[config.mk]
export PLATFORM = sky130hd
export DESIGN_NAME = cpu_control
export DESIGN_NICKNAME = d
export VERILOG_FILES = /design/src/rtl/cpu_control.sv
export SDC_FILE = /design/constraint.sdc
export NUM_CORES = 1
export LEC_CHECK = 0
export BUFFER_PORTS_ARGS = -buffer_cell sky130_fd_sc_hd__buf_2
export CORE_ASPECT_RATIO = 0.7
export CORE_MARGIN = 3
export CORE_UTILIZATION = 23
export CTS_BUF_LIST = sky130_fd_sc_hd__clkbuf_16
export CTS_CLUSTER_DIAMETER = 80
export DETAILED_ROUTE_END_ITERATION = 10
export PLACE_DENSITY = 0.47
export SLEW_MARGIN = 20
export SYNTH_ARGS = -nofsm -noshare
export SYNTH_HDL_FRONTEND = slang
export SYNTH_SLANG_ARGS = --single-unit
export TNS_END_PERCENT = 10
[constraint.sdc]
create_clock -name clk -period 2.1 [get_ports clk]
set_input_delay 0.315 -clock clk [delete_from_list [all_inputs] [get_ports clk]]
set_output_delay 0.315 -clock clk [all_outputs]
set_load 0.02 [all_outputs]
[src/rtl/cpu_control.sv]
// cpu_control: multicycle fetch/decode/sequence controller for the 16-bit RISC core.
// Owns PC, IR and the LDR/STR address latch; all control outputs are Moore outputs of state and IR.
module cpu_control (
  input  logic        clk,
  input  logic        reset_n,
  input  logic [15:0] mdata,
  input  logic [15:0] datapath_out,
  output logic [7:0]  PC,
  output logic [1:0]  mem_cmd,
  output logic [7:0]  mem_addr,
  output logic [1:0]  vsel,
  output logic        write,
  output logic [2:0]  writenum,
  output logic [2:0]  readnum,
  output logic        loada,
  output logic        loadb,
  output logic        loadc,
  output logic        loads,
  output logic        asel,
  output logic        bsel,
  output logic [1:0]  ALUop,
  output logic [1:0]  shift,
  output logic [15:0] sximm8,
  output logic [15:0] sximm5,
  output logic        halted
);
  typedef enum logic [4:0] {
    IF1, IF2, UPD_PC, DECODE, WR_IMM, GET_A, GET_B, EXEC, WR_C,
    ADDR, LATCH, MEM_RD, LDR_WB, STR_B, STR_C, MEM_WR, HALT
  } state_t;
  state_t state, nxt;
  logic [15:0] ir;
  logic [7:0]  addr_reg;
  logic        unused_hi;
  wire [2:0] opcode = ir[15:13];
  wire [1:0] op     = ir[12:11];
  wire [2:0] rn     = ir[10:8];
  wire [2:0] rd     = ir[7:5];
  wire [1:0] sh     = ir[4:3];
  wire [2:0] rm     = ir[2:0];
  wire is_movi = {opcode, op} == 5'b11010;
  wire is_movr = {opcode, op} == 5'b11000;
  wire is_alu  = opcode == 3'b101;
  wire is_cmp  = is_alu && op == 2'b01;
  wire is_ldr  = {opcode, op} == 5'b01100;
  wire is_str  = {opcode, op} == 5'b10000;
  wire is_halt = {opcode, op} == 5'b11100;
  assign sximm8    = {{8{ir[7]}}, ir[7:0]};
  assign sximm5    = {{11{ir[4]}}, ir[4:0]};
  assign unused_hi = ^datapath_out[15:8];
  always_ff @(posedge clk or negedge reset_n)
    if (!reset_n) begin
      state    <= IF1;
      PC       <= '0;
      ir       <= '0;
      addr_reg <= '0;
    end else begin
      state <= nxt;
      if (state == IF2) ir <= mdata;
      if (state == UPD_PC) PC <= PC + 8'd1;
      if (state == LATCH) addr_reg <= datapath_out[7:0];
    end
  // Outputs are held at zero for the whole time reset is asserted.
  always_comb begin
    nxt      = state;
    mem_cmd  = 2'b00;
    mem_addr = PC;
    vsel     = 2'b00;
    write    = 1'b0;
    writenum = 3'd0;
    readnum  = 3'd0;
    loada    = 1'b0;
    loadb    = 1'b0;
    loadc    = 1'b0;
    loads    = 1'b0;
    asel     = 1'b0;
    bsel     = 1'b0;
    ALUop    = 2'b00;
    shift    = 2'b00;
    halted   = 1'b0;
    if (reset_n)
      case (state)
        IF1:    begin mem_cmd = 2'b01; nxt = IF2; end
        IF2:    begin mem_cmd = 2'b01; nxt = UPD_PC; end
        UPD_PC: nxt = DECODE;
        DECODE: nxt = is_movi ? WR_IMM : is_halt ? HALT :
                      (is_movr || is_alu || is_ldr || is_str) ? GET_A : IF1;
        WR_IMM: begin write = 1'b1; writenum = rn; vsel = 2'b01; nxt = IF1; end
        GET_A:  begin readnum = rn; loada = 1'b1; nxt = (is_ldr || is_str) ? ADDR : GET_B; end
        GET_B:  begin readnum = rm; loadb = 1'b1; nxt = EXEC; end
        EXEC: begin
          shift = sh;
          asel  = is_movr;
          ALUop = is_movr ? 2'b00 : op;
          loads = is_cmp;
          loadc = !is_cmp;
          nxt   = is_cmp ? IF1 : WR_C;
        end
        WR_C:   begin write = 1'b1; writenum = rd; vsel = 2'b11; nxt = IF1; end
        ADDR:   begin bsel = 1'b1; loadc = 1'b1; nxt = LATCH; end
        LATCH:  nxt = is_ldr ? MEM_RD : STR_B;
        MEM_RD: begin mem_cmd = 2'b01; mem_addr = addr_reg; nxt = LDR_WB; end
        LDR_WB: begin mem_cmd = 2'b01; mem_addr = addr_reg; write = 1'b1; writenum = rd; nxt = IF1; end
        STR_B:  begin readnum = rd; loadb = 1'b1; nxt = STR_C; end
        STR_C:  begin asel = 1'b1; loadc = 1'b1; nxt = MEM_WR; end
        MEM_WR: begin mem_cmd = 2'b10; mem_addr = addr_reg; nxt = IF1; end
        HALT:   halted = 1'b1;
        default: nxt = IF1;
      endcase
  end
endmodule

======== After elaboration in Yosys (flattened, before gate mapping) ========
Index checks and enable logic that the tools add are counted.
word-level totals
  bits in registers ....................... 37
  latch bits .............................. 0
  bits in writable memories ............... 0
  memory bits (read-only) ................. 0
  output and inout bits ................... 70
  memories ................................ 0
operators by class
  $add $sub $neg .......................... 1
  multiply operators ...................... 0
  div/mod/pow operators ................... 0
  $lt $le $gt $ge ......................... 0
  equal/unequal tests ..................... 23
  shifts and indexed selects .............. 0
  multiplexer cells ....................... 38
  bitwise operators ....................... 1
  reductions and logical operators ........ 14
operators with widths
  cell                                                                   number
  5-bit one-hot mux with 13 select lines                                 1
  5-bit by 4-bit equality test with 1-bit output, second input constant  9
  5-bit equality test, second input constant                             5
  5-bit by 3-bit equality test with 1-bit output, second input constant  4
  8-bit 2-to-1 mux                                                       2
  1-bit 2-to-1 mux                                                       14
  2-bit 2-to-1 mux                                                       7
  3-bit 2-to-1 mux                                                       4
  5-bit by 2-bit equality test with 1-bit output, second input constant  2
  5-bit 2-to-1 mux                                                       2
  3-bit one-hot mux with 3 select lines                                  1
  8-bit by 1-bit adder with 8-bit output, second input constant          1
  4-bit 2-to-1 mux                                                       2
  2-bit one-hot mux with 2 select lines                                  2
  3-bit one-hot mux with 2 select lines                                  1
  2-bit OR reduction                                                     3
  3-bit OR reduction                                                     2
  5-bit by 1-bit equality test with 1-bit output, second input constant  1
  5-bit zero test                                                        1
  1-bit logical OR                                                       4
  1-bit one-hot mux with 2 select lines                                  2
  4-bit OR reduction                                                     1
  3-bit equality test, second input constant                             1
  2-bit by 1-bit equality test with 1-bit output, second input constant  1
  4 further kinds                                                        4

======== Logic depth before layout (Yosys ltp) ========
Gate-level depths: netlist of run 1.
  depth in word-level cells ............... 8
  gate-level depth with buffers ........... 7
  gate-level depth less buffers ........... 5

======== Worst setup path after synthesis of run 1 ========
No wires, ideal clock.
  path type ............................... register to output
  start ................................... register state[3]
  end ..................................... output vsel[1]
  arrival time ............................ 1.602 ns
  required time ........................... 1.785 ns
  slack ................................... 0.183 ns
  stages on the path, launching flop included .. 4
  buffers on the path ..................... 1
  path through ............................ dfrtp_1 -> clkbuf_1 -> nand2_1 -> nor4b_1
on the way
  word-level cells in the longest chain between the ends .. 3
  elaborated cells between the ends (all ways) .. 4
  those cells by class .................... eq/ne (2); mux (2)
ends and longest elaborated chain
  item                                                                                                                     RTL line  source
  start: declaration                                                                                                       31        state_t state, nxt;
  start signal: assignment                                                                                                 58        state <= nxt;
  5-bit by 4-bit equality test with 1-bit output / 5-bit by 3-bit equality test with 1-bit output (equally long branches)  82        case (state)
  2-bit one-hot mux with 2 select lines *                                                                                  82
  2-bit 2-to-1 mux *                                                                                                       81        if (reset_n)
  end: declaration                                                                                                         11        output logic [1:0] vsel,
Mark *: on every way between the ends. The rest lies on a longest branch, timed or not.

======== Final worst setup path of run 1 ========
  start ................................... register state[1]
  end ..................................... output mem_addr[3]
on the way
  word-level cells in the longest chain between the ends .. 4
  elaborated cells between the ends (all ways) .. 6
  those cells by class .................... eq/ne (3); mux (2); reduce/logical (1)
ends and longest elaborated chain
  item                                            RTL line  source
  5-bit by 4-bit equality test with 1-bit output  82
  3-bit OR reduction (no line) *                  --
  8-bit 2-to-1 mux *                              82
  8-bit 2-to-1 mux *                              81
  end: declaration                                10        output logic [7:0] mem_addr,
Marked as above.

==> impl_results.md, run 1 <==
* Drt wl/cell at around 15 um
* Placed Cells incl. Taps at ~450
* Detailed Route WL at just under 7000 um
* Clock skew at 0.009728 ns
* Warnings, synthesis at 0
* Ys async rst share at 100.0%
* DRT antenna net count at 0
* Share of cells above drive strength 1 at 54.17%
* First-pass GRT wire length at about 11000 um
* Floorplan core area at just under 10000 um^2
* CTS tree: yes
* P_int at ~2.7 mW
* CTS Root Cell: clkbuf_16
* Post-synth top area share at approximately two fifths
* Clock-pin transition on the worst setup and hold timing paths at 0.06 ns
* Pleak at roughly 1.5 nW
* CTS max path bufs at 2
* Clk Latency, worst-skew pair at 0.29 ns
* Pre-antenna DRT Iters at 4
* Largest area contributor in the netlist: dfrtp_1
* Number of top-level pins at between 100 and 150
* Synth top area cells: dfrtp_1 (39%), mux2_2 (16%), buf_4 (10%)
* Final Critical Period at 2.109 ns
* Layout area overhead at 34.48%
* Sequential power share at about 29%
* Fmax at between 400 and 500 MHz
* Final hold slack at 0.002349 ns
* Power per cell area at 1505 nW/um^2
* Max reg flops at 16
* Initial Utilization at around a quarter
* Vias in the first global route at about 2000
* Syn nets at about 280
* Die area at between 10000 and 15000 um^2
* Die X at 127.4 um
* Most common cell after layout, fill and taps aside: buf_2
* GPL Wtd Cong at between 0.8 and 0.9
* Seq cells post-synth at 37
* Max-cap viol count at 0
* CTS buffer count at 5
* Primary FF master, synth: dfrtp_1
* FILL cells at between 1000 and 1500
* Pre-CTS WS at ~0.14 ns
* Failing checks: setup timing
* Crit path required time at 1.78 ns
* Sequential Area at between 900 and 1000 um^2
* Largest net degree at the start of global routing at 27
* DRC errors left at 0
* # diodes at 0
* Final setup margin at -0.008673 ns
* Mean Syn Cell Area at between 9 and 10 um^2
* RSZ-0062 raised after global routing: yes
* Post-synth EDFFs at 0
* Seq/Total Area, Yosys at roughly two fifths
* Area of the multi-input gates at 1186 um^2
* GRT Total Usage at about an eighth
* Via count at about 2100
* DRT iter0 DRCs at about 160
* CTS H-tree depth at 2
* IO buf count at between 90 and 100
* Distinct cells, synth at 43
* Max VDD drop at around 0.43 mV
* Nets at between 300 and 400
* Total power at 4.804 mW
* Worst Setup End Kind: output port
* Die Y at roughly 91 um
* Setup violators final at 6
* Sink Count at 37
* Initial antenna violation count at 0
* Fin crit share at 100.4%
* P_sw at approximately 2.1 mW
* Vias/cell at ~4.6
* Switching share of total power at between 40 and 50%
* HPWL Detailed at between 5000 and 6000 um
* Arr. time, crit path at around 1.8 ns
* Clock Power Share at roughly 18%
* Synth Cell Area at 2374 um^2
* Critical path class: register to output port
* Critical path launch point type: register
* Final Max Slew Viols at 0
* Final hold vios at 0
* Combinational share of power at 53.4%
* Post-synthesis cell count at ~250
* Worst-path fanout max at 8
* Final Non-Filler Cells at approximately 460
* Hold/Removal Path Class: input pin to asynchronous set/reset pin
* Final TNS setup at -0.01872 ns
* FP Rows at 30
* Slew of the pin with the lowest slew margin at about 0.55 ns
* Total grt overflow at 0
* Slew HR at 63.30%
* Leading cell types in the layout, fill and taps excluded: buf_2 (92), mux2_2 (33), dfrtp_1 (30)
* Status: finished with violations
## critical path, cell delays in order (launching register included)
cell,delay [ns]
dfrtp_2,0.42
nand2b_4,0.14
o21ai_1,0.13
and3_4,0.21
buf_12,0.12
mux2_2,0.33
buf_2,0.16
## repair_timing
action	CTS	global route
gates resized for setup	15	9
pin swaps	0	1
setup buffers	3	6
hold buffers	0	0
gates cloned	0	0
setup endpoints to repair	19	24
## synthesized netlist by cell type (2+ instances only)
| master | count |
|---|---|
| dfrtp_1 | 37 |
| mux2_2 | 33 |
| buf_4 | 32 |
| nand2_1 | 19 |
| o21ai_0 | 13 |
| nor2_1 | 11 |
| buf_2 | 9 |
| a21oi_1 | 8 |
| and2_1 | 7 |
| inv_1 | 7 |
| nor3_1 | 7 |
| nor4_1 | 7 |
| xnor2_1 | 6 |
| and3_1 | 5 |
| nand3_1 | 5 |
| nor2b_1 | 4 |
| a22oi_1 | 3 |
| nand2b_1 | 3 |
| a32oi_1 | 2 |
| clkbuf_1 | 2 |
| nor3b_1 | 2 |
| nor4b_1 | 2 |
| o211ai_1 | 2 |
| xor2_1 | 2 |
## metal layers
layer / part of all wire (%) / vias up / GRT usage [%]
li1: - / 1023 / -
met1: 49 / 1013 / 17.62
met2: 41 / 86 / 15.89
met3: 8.9 / 5 / 4.115
met4: 0.80 / 0 / 2.589
met5: 0 / - / 0
## power by group through the flow
stage | Combinational, mW | Sequential, mW | Clock (mW)
2_1_floorplan | 2.03 | 1.37 | 0
3_3_place_gp | 2.40 | 1.41 | 0
3_5_place_dp | 2.41 | 1.42 | 0
4_1_cts | 2.50 | 1.40 | 0.871
5_1_grt | 2.77 | 1.47 | 0.914
6_report | 2.57 | 1.40 | 0.844
## through the flow
step | area, um^2 | utilization (%)
global route | 3192 | 32.33
floorplan | 2374 | -
finish | 3192 | 32.33
CTS | 3118 | 31.58
global placement | 2879 | 29.16
detailed placement | 2879 | 29.16
## layout make-up
type / instances / share of cell area [%]
timing repair buffer: 124 / 22.62
sequential: 37 / 29.28
multi-input combinational: 160 / 37.16
tap: 128 / 5.018
inverter: 7 / 0.8232
clock buffer: 5 / 3.920
clock inverter: 3 / 1.176
## final timing paths
kind                           from           to  slack, ns  cells past startpoint
setup / recovery           state[1]  mem_addr[3]     -0.009                      6
hold / removal              reset_n       ir[15]      0.002                      2
setup reg to reg           state[2]        PC[7]       0.21                      6
hold reg to reg               PC[7]        PC[7]       0.49                      1
max in group asynchronous   reset_n     state[1]       1.47                      3
min in group clk           mdata[6]        ir[6]       0.26                      2
## cell families (layout without fill, tap and decap cells)
logic type / Yosys count / after routing / share of synthesized area, %
XOR/XNOR: 8 / 8 / 2.952
AND/OR/NAND/NOR: 80 / 80 / 18.13
multiplexers: 33 / 33 / 15.66
flip-flops: 37 / 37 / 39.01
AO/OA/AOI/OAI: 38 / 38 / 10.28
adder cells (fa/ha/maj): 1 / 1 / 0.5271
buffers and inverters: 50 / 139 / 13.44
Note: power is estimated with default switching activity, not from simulation.
==> inputs of run 2 (changes only) <==
--- a/config.mk
+++ b/config.mk
@@ -6,13 +6,13 @@
 export NUM_CORES = 1
 export LEC_CHECK = 0
 export BUFFER_PORTS_ARGS = -buffer_cell sky130_fd_sc_hd__buf_2
-export CORE_ASPECT_RATIO = 0.7
+export CAP_MARGIN = 15
 export CORE_MARGIN = 3
-export CORE_UTILIZATION = 23
+export CORE_UTILIZATION = 48
 export CTS_BUF_LIST = sky130_fd_sc_hd__clkbuf_16
 export CTS_CLUSTER_DIAMETER = 80
 export DETAILED_ROUTE_END_ITERATION = 10
-export PLACE_DENSITY = 0.47
+export PLACE_DENSITY = 0.83
 export SLEW_MARGIN = 20
 export SYNTH_ARGS = -nofsm -noshare
 export SYNTH_HDL_FRONTEND = slang
==> run 2 against run 1 <==
  * Count of clock-buffer cells in the layout stayed put
  * Power decreased by 3.1%
  * Combinational power about the same
  * The run still ends with setup timing left
  * Fmax barely moved
  * Sequential power about the same
  * Die area is 50% lower
  * Flip-flop and latch count unchanged
  * Clock skew down 0.0067 ns
  * Final area shrank 4.0%
  * Worst hold slack improved by 0.048 ns
  * Sequential share of layout area increased by 1.2 points
==> impl_results.md, run 2 (synthesized netlist as in run 1, its figures left out) <==
* Setup violators final at 6 (unchanged)
* Power per cell area at 1521 nW/um^2 (was 1505 nW/um^2)
* Hold/Removal Path Class: input pin to asynchronous set/reset pin (unchanged)
* Status: finished with violations (unchanged)
* Layout area overhead at 29.05% (was 34.48%)
* CTS tree: yes (unchanged)
* CTS H-tree depth at 2 (unchanged)
* DRT iter0 DRCs at 182 (was 158)
* HPWL Detailed at 4368 um (was 5220 um)
* DRC errors left at 0 (unchanged)
* Max VDD drop at 0.8530 mV (was 0.4295 mV)
* FP Rows at 24 (was 30)
* Initial antenna violation count at 0 (unchanged)
* CTS buffer count at 5 (unchanged)
* Critical path launch point type: register (unchanged)
* Worst Setup End Kind: output port (unchanged)
* Via count at 2102 (was 2127)
* Die X at 76.32 um (was 127.4 um)
* DRT antenna net count at 0 (unchanged)
* Max-cap viol count at 0 (unchanged)
* Nets at 363 (was 370)
* Pleak at 1.453 nW (was 1.502 nW)
* Sink Count at 37 (unchanged)
* Floorplan core area at 4564 um^2 (was 9872 um^2)
* Final TNS setup at -0.04458 ns (was -0.01872 ns)
* GRT Total Usage at 19.86% (was 11.74%)
* Worst-path fanout max at 8 (unchanged)
* Final Max Slew Viols at 0 (unchanged)
* Crit path required time at 1.78 ns (about the same)
* Share of cells above drive strength 1 at 53.96% (was 54.17%)
* Number of top-level pins at 104 (unchanged)
* Fmax at 473.9 MHz (was 474.2 MHz)
* CTS max path bufs at 2 (unchanged)
* IO buf count at 95 (unchanged)
* Die Y at 76.32 um (was 91.00 um)
* CTS Root Cell: clkbuf_16 (unchanged)
* Failing checks: setup timing (unchanged)
* Clock skew at 0.002997 ns (was 0.009728 ns)
* Total grt overflow at 0 (unchanged)
* Clock-pin transition on the worst setup and hold timing paths at 0.05 ns (was 0.06 ns)
* # diodes at 0 (unchanged)
* Fin crit share at 100.5% (was 100.4%)
* GPL Wtd Cong at 0.9110 (was 0.8941)
* Die area at 5825 um^2 (was 11590 um^2)
* Drt wl/cell at 15.49 um (was 14.84 um)
* First-pass GRT wire length at 9508 um (was 10850 um)
* CP max stage cell: dfrtp_2 (unchanged)
* Cells along the critical path: nand2b_4, o21ai_2, and3_4, buf_12, mux2_2, buf_2 (was nand2b_4, o21ai_1, and3_4, buf_12, mux2_2, buf_2)
* Final core occ at 67.11% (was 32.33%)
* Detailed Route WL at 6087 um (was 6884 um)
* Final setup margin at -0.01023 ns (was -0.008673 ns)
* Max reg flops at 16 (unchanged)
* Total power at 4.658 mW (was 4.804 mW)
* Worst stage delay on the critical path at 0.41 ns (was 0.42 ns)
* Vias in the first global route at 1991 (was 2005)
* Final Critical Period at 2.110 ns (was 2.109 ns)
* Arr. time, crit path at 1.80 ns (was 1.79 ns)
* Most common cell after layout, fill and taps aside: buf_2 (unchanged)
* Initial Utilization at 52.00% (was 24.04%)
* Slew HR at 67.63% (was 63.30%)
* Clk Latency, worst-skew pair at 0.28 ns (was 0.29 ns)
* Final hold vios at 0 (unchanged)
* Largest net degree at the start of global routing at 27 (unchanged)
* Slew of the pin with the lowest slew margin at 0.4834 ns (was 0.5482 ns)
* Vias/cell at 5.349 (was 4.584)
* Leading cell types in the layout, fill and taps excluded: buf_2 (92), mux2_2 (33), dfrtp_1 (30) (unchanged)
* Pre-antenna DRT Iters at 5 (was 4)
* RSZ-0062 raised after global routing: yes (unchanged)
* Critical path class: register to output port (unchanged)
## run 2: cell types whose count changed in the layout (fill, tap and decap cells not counted), sizes merged
cell          before  now
bufinv             1    0
buf              123  117
dlymetal6s2s       1    0
## run 2: through the flow
| stage | cell area (um^2) | hold slack, ns | std cells | setup slack, ns |
|---|---|---|---|---|
| after floorplan | 2374 | 0.01941 | 247 | 0.1831 |
| after global placement | 2770 | 0.3415 | 380 | 0.1680 |
| after detailed placement | 2770 | 0.3438 | 380 | 0.1294 |
| after CTS | 2949 | 0.05114 | 390 | 0.00003675 |
| after global routing | 3063 | 0.08237 | 393 | -0.06636 |
| final | 3063 | 0.05004 | 393 | -0.01023 |
## run 2: per-layer routing
metal,vias to the layer above,GRT usage (%),wire length [um]
met4,0,6.522,94
li1,1007,-,-
met2,78,34.18,3154
met5,-,0,0
met3,11,5.319,348
met1,1006,24.04,2489
## run 2: layout make-up
cell class                 instances  area [um^2]
fill                             378         1501
multi-input combinational        160         1216
sequential                        37        934.6
timing repair buffer             117        671.9
clock buffer                       5        125.1
tap                               65        81.33
inverter                           7        26.28
clock inverter                     2        7.507
## run 2: critical path, delay by kind of cell, from the launching register on
family | cells | cell delay, ns
DFF | 1 | 0.41
and+or+nand+nor | 2 | 0.36
muxes | 1 | 0.32
buffers and inverters | 2 | 0.28
AOI/OAI and AO/OA | 1 | 0.14
## run 2: path summary, 6_finish.rpt
check | from | end | slack (ns) | depth (start not counted)
setup / recovery | state[1] | mem_addr[7] | -0.01 | 6
setup reg to reg | state[3] | state[2] | 0.07 | 5
min in group clk | mdata[2] | ir[2] | 0.27 | 2
max in group asynchronous | reset_n | ir[13] | 1.49 | 3
hold / removal | reset_n | addr_reg[6] | 0.05 | 2
hold reg to reg | PC[7] | PC[7] | 0.50 | 1
## run 2: repair_timing
item                       4_1_cts  5_1_grt
hold buffers                     0        0
setup buffers                    3        3
pin swaps                        0        2
setup endpoints to repair       10       19
gates resized for setup          7       24
## run 2: report_power, final
group	switching, mW	total (mW)	internal, mW
Combinational	1.45	2.55	1.10
Clock	0.264	0.688	0.424
Sequential	0.374	1.42	1.05
